--- src/rtl/spi_ram_pkg.sv ---
// Shared opcodes, frame constants and FSM state type for the serial SRAM master.
package spi_ram_pkg;
  localparam logic [7:0] OP_READ    = 8'h03;
  localparam logic [7:0] OP_WRITE   = 8'h02;
  localparam logic [7:0] OP_WRMR    = 8'h01;
  localparam logic [7:0] MODE_SEQ   = 8'h40;
  localparam int         FRAME_BITS = 40;

  typedef enum logic [1:0] {IDLE, INIT, SHIFT, END} state_t;
endpackage

--- src/rtl/spi_ram_shifter.sv ---
// Mode-0 bit engine: parallel-load MOSI shift register, MISO capture and
// SCK generation at clk/2, with a slot counter that flags the end of a frame.
module spi_ram_shifter
  import spi_ram_pkg::*;
#(
  parameter int W    = FRAME_BITS,
  parameter int RX_W = 16
) (
  input  logic            clk,
  input  logic            rst_n,
  input  logic            load,
  input  logic [W-1:0]    load_frame,
  input  logic [5:0]      load_bits,
  input  logic            run,
  input  logic            miso,
  output logic            mosi,
  output logic            sclk,
  output logic [RX_W-1:0] rx,
  output logic            done
);
  logic [W-1:0]    shreg_q, shreg_d;
  logic [RX_W-1:0] rx_q, rx_d;
  logic [5:0]      slot_q, slot_d;
  logic [5:0]      nbits_q, nbits_d;
  logic            sclk_q, sclk_d;

  // Done once every rising edge has happened and SCK is back low.
  assign done = !sclk_q && (slot_q == nbits_q);
  assign mosi = shreg_q[W-1];
  assign sclk = sclk_q;
  assign rx   = rx_q;

  always_comb begin
    shreg_d = shreg_q;
    rx_d    = rx_q;
    slot_d  = slot_q;
    nbits_d = nbits_q;
    sclk_d  = sclk_q;
    if (load) begin
      shreg_d = load_frame;
      nbits_d = load_bits;
      slot_d  = '0;
      sclk_d  = 1'b0;
    end else if (run && !done) begin
      if (!sclk_q) begin
        sclk_d = 1'b1;
        rx_d   = {rx_q[RX_W-2:0], miso};
        slot_d = slot_q + 6'd1;
      end else begin
        sclk_d  = 1'b0;
        shreg_d = {shreg_q[W-2:0], 1'b0};
      end
    end
  end

  always_ff @(posedge clk) begin
    if (!rst_n) begin
      shreg_q <= '0;
      rx_q    <= '0;
      slot_q  <= '0;
      nbits_q <= '0;
      sclk_q  <= 1'b0;
    end else begin
      shreg_q <= shreg_d;
      rx_q    <= rx_d;
      slot_q  <= slot_d;
      nbits_q <= nbits_d;
      sclk_q  <= sclk_d;
    end
  end
endmodule

--- src/rtl/spi_sram_master.sv ---
// CPU memory port to 23LC512-style serial SRAM, one CS frame per request.
// Optional SPI_RAM_MODE_INIT_EN sends a WRMR sequential-mode frame after reset.
module spi_sram_master
  import spi_ram_pkg::*;
#(
  parameter int ADDR_BITS  = 16,
  parameter int DATA_BYTES = 2
) (
  input  logic                    clk,
  input  logic                    rst_n,
  input  logic [ADDR_BITS-1:0]    addr_in,
  input  logic [8*DATA_BYTES-1:0] data_in,
  input  logic                    start_read,
  input  logic                    start_write,
  output logic [8*DATA_BYTES-1:0] data_out,
  output logic                    busy,
  output logic                    spi_select,
  output logic                    spi_clk,
  output logic                    spi_mosi,
  input  logic                    spi_miso
);
  localparam int DW = 8 * DATA_BYTES;
  localparam int FW = 8 + ADDR_BITS + DW;
`ifdef SPI_RAM_MODE_INIT_EN
  localparam state_t RST_STATE = INIT;
`else
  localparam state_t RST_STATE = IDLE;
`endif

  state_t          state_q, state_d;
  logic            is_read_q, is_read_d;
  logic [DW-1:0]   data_out_q, data_out_d;
  logic            load, run, done;
  logic [FW-1:0]   load_frame;
  logic [5:0]      load_bits;
  logic [DW-1:0]   wr_bytes, rd_word, rx;

  // Wire order is the byte at addr first; each byte goes MSB-first.
  always_comb begin
    wr_bytes = '0;
    rd_word  = '0;
    for (int b = 0; b < DATA_BYTES; b++) begin
      wr_bytes[8*(DATA_BYTES-1-b) +: 8] = data_in[8*b +: 8];
      rd_word[8*b +: 8]                 = rx[8*(DATA_BYTES-1-b) +: 8];
    end
  end

  always_comb begin
    state_d    = state_q;
    is_read_d  = is_read_q;
    data_out_d = data_out_q;
    load       = 1'b0;
    run        = 1'b0;
    load_frame = '0;
    load_bits  = 6'(FW);
    case (state_q)
      IDLE: begin
        if (start_read || start_write) begin
          load       = 1'b1;
          is_read_d  = start_read;
          load_frame = start_read ? {OP_READ, addr_in, {DW{1'b0}}}
                                  : {OP_WRITE, addr_in, wr_bytes};
          state_d    = SHIFT;
        end
      end
`ifdef SPI_RAM_MODE_INIT_EN
      INIT: begin
        load       = 1'b1;
        is_read_d  = 1'b0;
        load_frame = {OP_WRMR, MODE_SEQ, {(FW-16){1'b0}}};
        load_bits  = 6'd16;
        state_d    = SHIFT;
      end
`endif
      SHIFT: begin
        run = 1'b1;
        if (done) state_d = END;
      end
      END: begin
        if (is_read_q) data_out_d = rd_word;
        state_d = IDLE;
      end
      default: state_d = IDLE;
    endcase
  end

  always_ff @(posedge clk) begin
    if (!rst_n) begin
      state_q    <= RST_STATE;
      is_read_q  <= 1'b0;
      data_out_q <= '0;
    end else begin
      state_q    <= state_d;
      is_read_q  <= is_read_d;
      data_out_q <= data_out_d;
    end
  end

  spi_ram_shifter #(.W(FW), .RX_W(DW)) u_shifter (
    .clk        (clk),
    .rst_n      (rst_n),
    .load       (load),
    .load_frame (load_frame),
    .load_bits  (load_bits),
    .run        (run),
    .miso       (spi_miso),
    .mosi       (spi_mosi),
    .sclk       (spi_clk),
    .rx         (rx),
    .done       (done)
  );

  assign busy       = (state_q != IDLE);
  assign spi_select = (state_q != SHIFT);
  assign data_out   = data_out_q;
endmodule
--- config.mk ---
export PLATFORM = sky130hd
export DESIGN_NAME = spi_sram_master
export DESIGN_NICKNAME = d
export VERILOG_FILES = /design/src/rtl/spi_ram_pkg.sv /design/src/rtl/spi_ram_shifter.sv /design/src/rtl/spi_sram_master.sv
export SDC_FILE = /design/constraint.sdc
export NUM_CORES = 1
export LEC_CHECK = 0
export ABC_AREA = 0
export BUFFER_PORTS_ARGS = -buffer_cell sky130_fd_sc_hd__buf_2
export CAP_MARGIN = 20
export CORE_AREA = 3 3 73 92
export CTS_CLUSTER_SIZE = 14
export DETAILED_ROUTE_END_ITERATION = 8
export DIE_AREA = 0 0 76 95
export HOLD_SLACK_MARGIN = 0.02
export PLACE_DENSITY_LB_ADDON = 0.3
export SLEW_MARGIN = 20
export SYNTH_ARGS = -nofsm -noshare
export SYNTH_HDL_FRONTEND = slang
export SYNTH_SLANG_ARGS = --single-unit
--- constraint.sdc ---
create_clock -name clk -period 2.3 [get_ports clk]
set_clock_uncertainty 0.05 [all_clocks]
set_input_delay 0.46 -clock clk [delete_from_list [all_inputs] [get_ports clk]]
set_output_delay 0.46 -clock clk [all_outputs]
set_load 0.005 [all_outputs]
# --- After elaboration in Yosys (flattened, before gate mapping) ---
# Index checks and enable logic that the tools add are counted.
word_totals:
  register_bits: 83
  inputBits: 37
  out_inout_bits: 20
  word_cells: 47
op_classes:
  n_addsub: 1
  n_eq_ne: 6
  muxes: 13
  bitwise_logic: 3
  reduce_logical: 16
op_table:
  columns: ["operator", "count"]
  rows:
  - ["$mux 40", 3]
  - ["$mux 34", 2]
  - ["$mux 33", 1]
  - ["$reduce_and 2->1", 5]
  - ["$add 6x1->6 const B", 1]
  - ["$eq 6x6->1", 1]
  - ["$reduce_bool 2->1", 3]
  - ["$eq 2x2->1 const B", 2]
  - ["$mux 1", 4]
  - ["$mux 2", 2]
  - ["$ne 2x2->1 const B", 2]
  - ["$pmux 2 s2", 1]
  - ["$not 1->1", 3]
  - ["$reduce_and 3->1", 1]
  - ["$logic_and 1x1->1", 2]
  - ["$logic_not 1->1", 2]
  - ["$logic_not 2->1", 1]
  - ["$ne 2x1->1 const B", 1]
  - ["$reduce_or 2->1", 1]
  - ["$logic_or 1x1->1", 1]

# --- Depth between registers and ports, before layout ---
depth:
  ltp_word: 6
  depth_mapped: 8
  depth_no_buf: 6

# --- Hierarchy ---
# A second synthesis with hierarchy kept.
unflattened:
  cells_unflattened: 470
  area_unflattened_um2: 4257.8
modules_own_cells:
  columns: ["module", "n_inst", "cells_per_inst", "area_per_inst_um2", "seq_area_each_um2"]
  rows:
  - ["spi_ram_shifter", 1, 345, 3141.8, 1381.3]
  - ["spi_sram_master", 1, 125, 1116.1, 380.4]

# --- Worst setup path after synthesis ---
# Ideal clock, no wire load.
synth_timing:
  path_type: "reg-to-reg"
  start: "reg u_shifter.slot_q[0]"
  end: "reg u_shifter.rx_q[10] (netlist: u_shifter.rx[10])"
  setup_ns: 0.072
  arrival_time_ns: 1.650
  required_time_ns: 2.178
  path_slack_ns: 0.528
  stages_incl_launch_ff: 9
  path_buffers: 2
  synth_period_minus_slack_ns: 1.772
  cell_sequence: "dfxtp_1 > inv_1 > ha_1 > or4b_1 > a21oi_2 > nand2b_1 > buf_6 > buf_12 > mux2i_1"
synth_via:
  elab_chain_cells: 5
synth_rtl:
  columns: ["element", "line_no", "rtl"]
  rows:
  - ["start, declared", "spi_ram_shifter.sv:23", "logic [5:0] slot_q, slot_d;"]
  - ["start signal, assigned", "spi_ram_shifter.sv:66", "slot_q <= slot_d;"]
  - ["$eq 6x6->1", "spi_ram_shifter.sv:28", "assign done = !sclk_q && (slot_q == nbits_q);"]
  - ["$logic_and 1x1->1", "spi_ram_shifter.sv:28", null]
  - ["$logic_not 1->1", "spi_ram_shifter.sv:44", "end else if (run && !done) begin"]
  - ["$logic_and 1x1->1", "spi_ram_shifter.sv:44", null]
  - ["$reduce_and 3->1 (no line)", null, null]
  - ["end signal, assigned", "spi_ram_shifter.sv:65", "rx_q <= rx_d;"]
  - ["end, declared", "spi_ram_shifter.sv:22", "logic [RX_W-1:0] rx_q, rx_d;"]
# Every way passes these cells.
# A chain may end at the register's enable or synchronous reset.

# --- Worst setup path in the final report ---
layout_timing:
  start: "reg u_shifter.slot_q[0]"
  end: "reg u_shifter.rx_q[13] (netlist: u_shifter.rx[13])"
# The elaborated chain is that of the path after synthesis.

==> results.sh <==
export IMPL_grt_pass1_wl_um=11500
export IMPL_swShare_pct=24.8
export IMPL_async_reset_ff_share_pct=0
export IMPL_setup_viol=0
export IMPL_gp_congestion=0.799
export IMPL_finish_net_count=475
export IMPL_die_area_sq_um=7220
export IMPL_seq_area_frac_synth_pct=51.1
export IMPL_grt_usage_pct=19.8
export IMPL_syn_area_per_cell_sq_um=8.46
export IMPL_ys_top_cells_by_count="116 x nand2_1, 83 x dfxtp_1, 51 x a21oi_1"
export IMPL_routed_via_density=5.36
export IMPL_synth_cell_type_count=35
export IMPL_ant_nets=0
export IMPL_synth_main_ff_cell="dfxtp_1"
export IMPL_antenna_cells=0
export IMPL_ios=57
export IMPL_tritoncts="built"
export IMPL_synth_most_common_cell="nand2_1"
export IMPL_maxSlewHeadroom_pct=56.9
export IMPL_required_ps=2510
export IMPL_max_stage_delay_ps=440
export IMPL_hold_buffers=0
export IMPL_grt_use_met1_pct=22.5
export IMPL_place_inst=507
export IMPL_cts_made_buffers=9
export IMPL_synth_fp_nets=423
export IMPL_synth_area_leaders="dfxtp_1 51%, nand2_1 13%, a21oi_1 7.9%"
export IMPL_max_cap_violations=0
export IMPL_netlist_instances=384
export IMPL_arrival_ps=2170
export IMPL_slowest_stage="or4b_1"
export IMPL_synth_mux_area_share_pct=5.89
export IMPL_netSwitchingPower_uw=720
export IMPL_use_met2_pct=35.1
export IMPL_synth_top_family_by_area="simple AND/OR/NAND/NOR gates"
export IMPL_grt_busiest_layer="met2"
export IMPL_area_delta_synth_final_pct=16.9
export IMPL_clkPwrFrac_pct=35.0
export IMPL_power_leakage_nw=1.58
export IMPL_register_area_sq_um=1660
export IMPL_coreArea_sq_um=5860
export IMPL_pwr_density_cell_nw_per_um2=763
export IMPL_synth_xor_area_share_pct=0.809
export IMPL_cts_htree_levels=3
export IMPL_nFillCells=494
export IMPL_grt_pass1_vias=2582
export IMPL_yosys_area_top_type="dfxtp_1"
export IMPL_ys_seq_elements=83
export IMPL_path_cells="inv_1 -> ha_1 -> or4b_1 -> a21oi_2 -> nand2b_1 -> buf_4 -> mux2i_1"
export IMPL_gr_usage_met3_pct=5.06
export IMPL_antenna_found_initial=0
export IMPL_critPathCaptureType="flop"
export IMPL_multiInputGateArea_sq_um=1440
export IMPL_rsz0062_at_grt="no"
export IMPL_yosysTopAreaCellShare_pct=51.1
export IMPL_wl_per_cell_um=13.1
export IMPL_cp_max_fo=19
export IMPL_num_rows=31
export IMPL_fmax_mhz=510
export IMPL_worstHoldPathType="primary input to flop"
export IMPL_cts_resized=0
export IMPL_vias=2805
export IMPL_dp_hpwl_um=4770
export IMPL_initial_core_util_pct=55.5
export IMPL_finalHoldViolations=0
export IMPL_synth_simple_area_share_pct=20.0
export IMPL_clk_pin_slew_ps=80
export IMPL_grt_max_degree=41
export IMPL_insertion_delay_ps=340
export IMPL_drive_above_1_share_pct=20.0
export IMPL_path_class="flop to flop"
export IMPL_wirelength_um=6870
export IMPL_syn_cell_area_sq_um=3250
export IMPL_fin_cells=523
export IMPL_fp_dieH_um=95
export IMPL_fin_crit_sh_pct=85.2
export IMPL_io_buffers=56
export IMPL_pwr_share_comb_pct=11.5
export IMPL_synth_compound_area_share_pct=16.8
export IMPL_fin_tns_setup_ps=0
export IMPL_drtPass1Iterations=4
export IMPL_p_seq_share_pct=53.6
export IMPL_synth_fa_ha_area_share_pct=0.770
export IMPL_tightest_slew_ps=644
export IMPL_critPathLaunchType="flop"
export IMPL_yosysWarnings=0
export IMPL_clock_sink_count=83
export IMPL_post_cts_buffers=0
export IMPL_drc=0
export IMPL_die_width_um=76
export IMPL_slew_viol_final=0
export IMPL_finalCriticalPeriod_ps=1960
export IMPL_clockBufferDepth=2
export IMPL_drt_iter0_markers=175
export IMPL_grt_ovfl_total=0
export IMPL_p_total_mw=2.90
export IMPL_synth_edf_count=0
export IMPL_outcome="complete, no violations"
export IMPL_cts_root_buf="clkbuf_8"
export IMPL_peakVddDrop_mv=0.435
export IMPL_intPower_mw=2.18
-- metrics by stage --
step / hold WS [ps] / cell area [sq um] / util, % / setup slack, ps
after floorplan: 380 / 3250 / - / 528
after global placement: 386 / 3610 / 61.6 / 466
after detailed placement: 395 / 3610 / 61.6 / 362
after CTS: 303 / 3800 / 64.9 / 333
after global routing: 307 / 3800 / 64.9 / 209
final: 314 / 3800 / 64.9 / 339
-- layout make-up --
| type | count | area share, % |
|---|---|---|
| tap | 82 | 2.70 |
| multi-input combinational | 269 | 37.9 |
| inverter | 5 | 0.494 |
| clock inverter | 5 | 1.38 |
| sequential | 83 | 43.7 |
| timing repair buffer | 68 | 10.1 |
| clock buffer | 11 | 3.72 |
-- kinds of logic after synthesis --
group                      count (synthesis)
buffers and inverters                     32
adders and majority gates                  2
DFF                                       83
xor gates and xnor gates                   3
muxes                                     19
AOI/OAI and AO/OA                         88
and+or+nand+nor                          157
-- per-layer routing --
metal | share of wire [%] | routed length [um]
met5 | 0 | 0
met2 | 50 | 3430
met3 | 4.8 | 329
met1 | 44 | 3020
met4 | 1.3 | 92
-- flip-flops by register name (all words and copies together), names as in the netlist --
signal,cells
u_shifter.sclk,1
state_q,2
u_shifter.nbits_q,1
u_shifter.shreg_q,40
u_shifter.rx,16
data_out,16
is_read_q,1
u_shifter.slot_q,6
-- placed cells by master, fill, tap and decap left out, drive strengths merged, types with 2 or more instances in the layout --
cell    synthesis  final
nand2         116    116
dfxtp          83     83
buf             6     68
a21oi          52     52
nor2           19     19
mux2i          18     18
a311oi         17     17
clkbuf         21     11
a22oi          10     10
o22ai           5      5
nor3            5      5
inv             5      5
nand4           3      3
xor2            3      3
clkinv          0      3
nand2b          2      2
nand3           2      2
or3             2      2
and3            2      2
ha              2      2
o21ai           2      2
nor3b           2      2
-- power groups by stage --
stage               clock [mW]  combinational [mW]  sequential [mW]
finish                    1.01               0.333             1.55
global route              1.10               0.374             1.56
CTS                       1.04               0.336             1.55
detailed placement           0               0.334             1.59
global placement             0               0.326             1.58
floorplan                    0               0.239             1.57
-- critical path: cells and delay by family (launching register included) --
family / cells / cell delay, ps
AOI/OAI and AO/OA: 1 / 150
adders and majority gates: 1 / 140
buffers and inverters: 2 / 390
DFF: 1 / 350
muxes: 1 / 230
and+or+nand+nor: 2 / 570
-- final timing paths --
| path | depth (start not counted) | slack (ps) | startpoint | end |
|---|---|---|---|---|
| setup / recovery | 7 | 340 | u_shifter.slot_q[0] | u_shifter.rx[13] |
| hold / removal | 3 | 310 | addr_in[14] | u_shifter.shreg_q[30] |
| hold reg to reg | 2 | 400 | u_shifter.shreg_q[19] | u_shifter.shreg_q[19] |
| setup reg to reg | 7 | 340 | u_shifter.slot_q[0] | u_shifter.rx[13] |
Power figures use the tool's default switching activity.
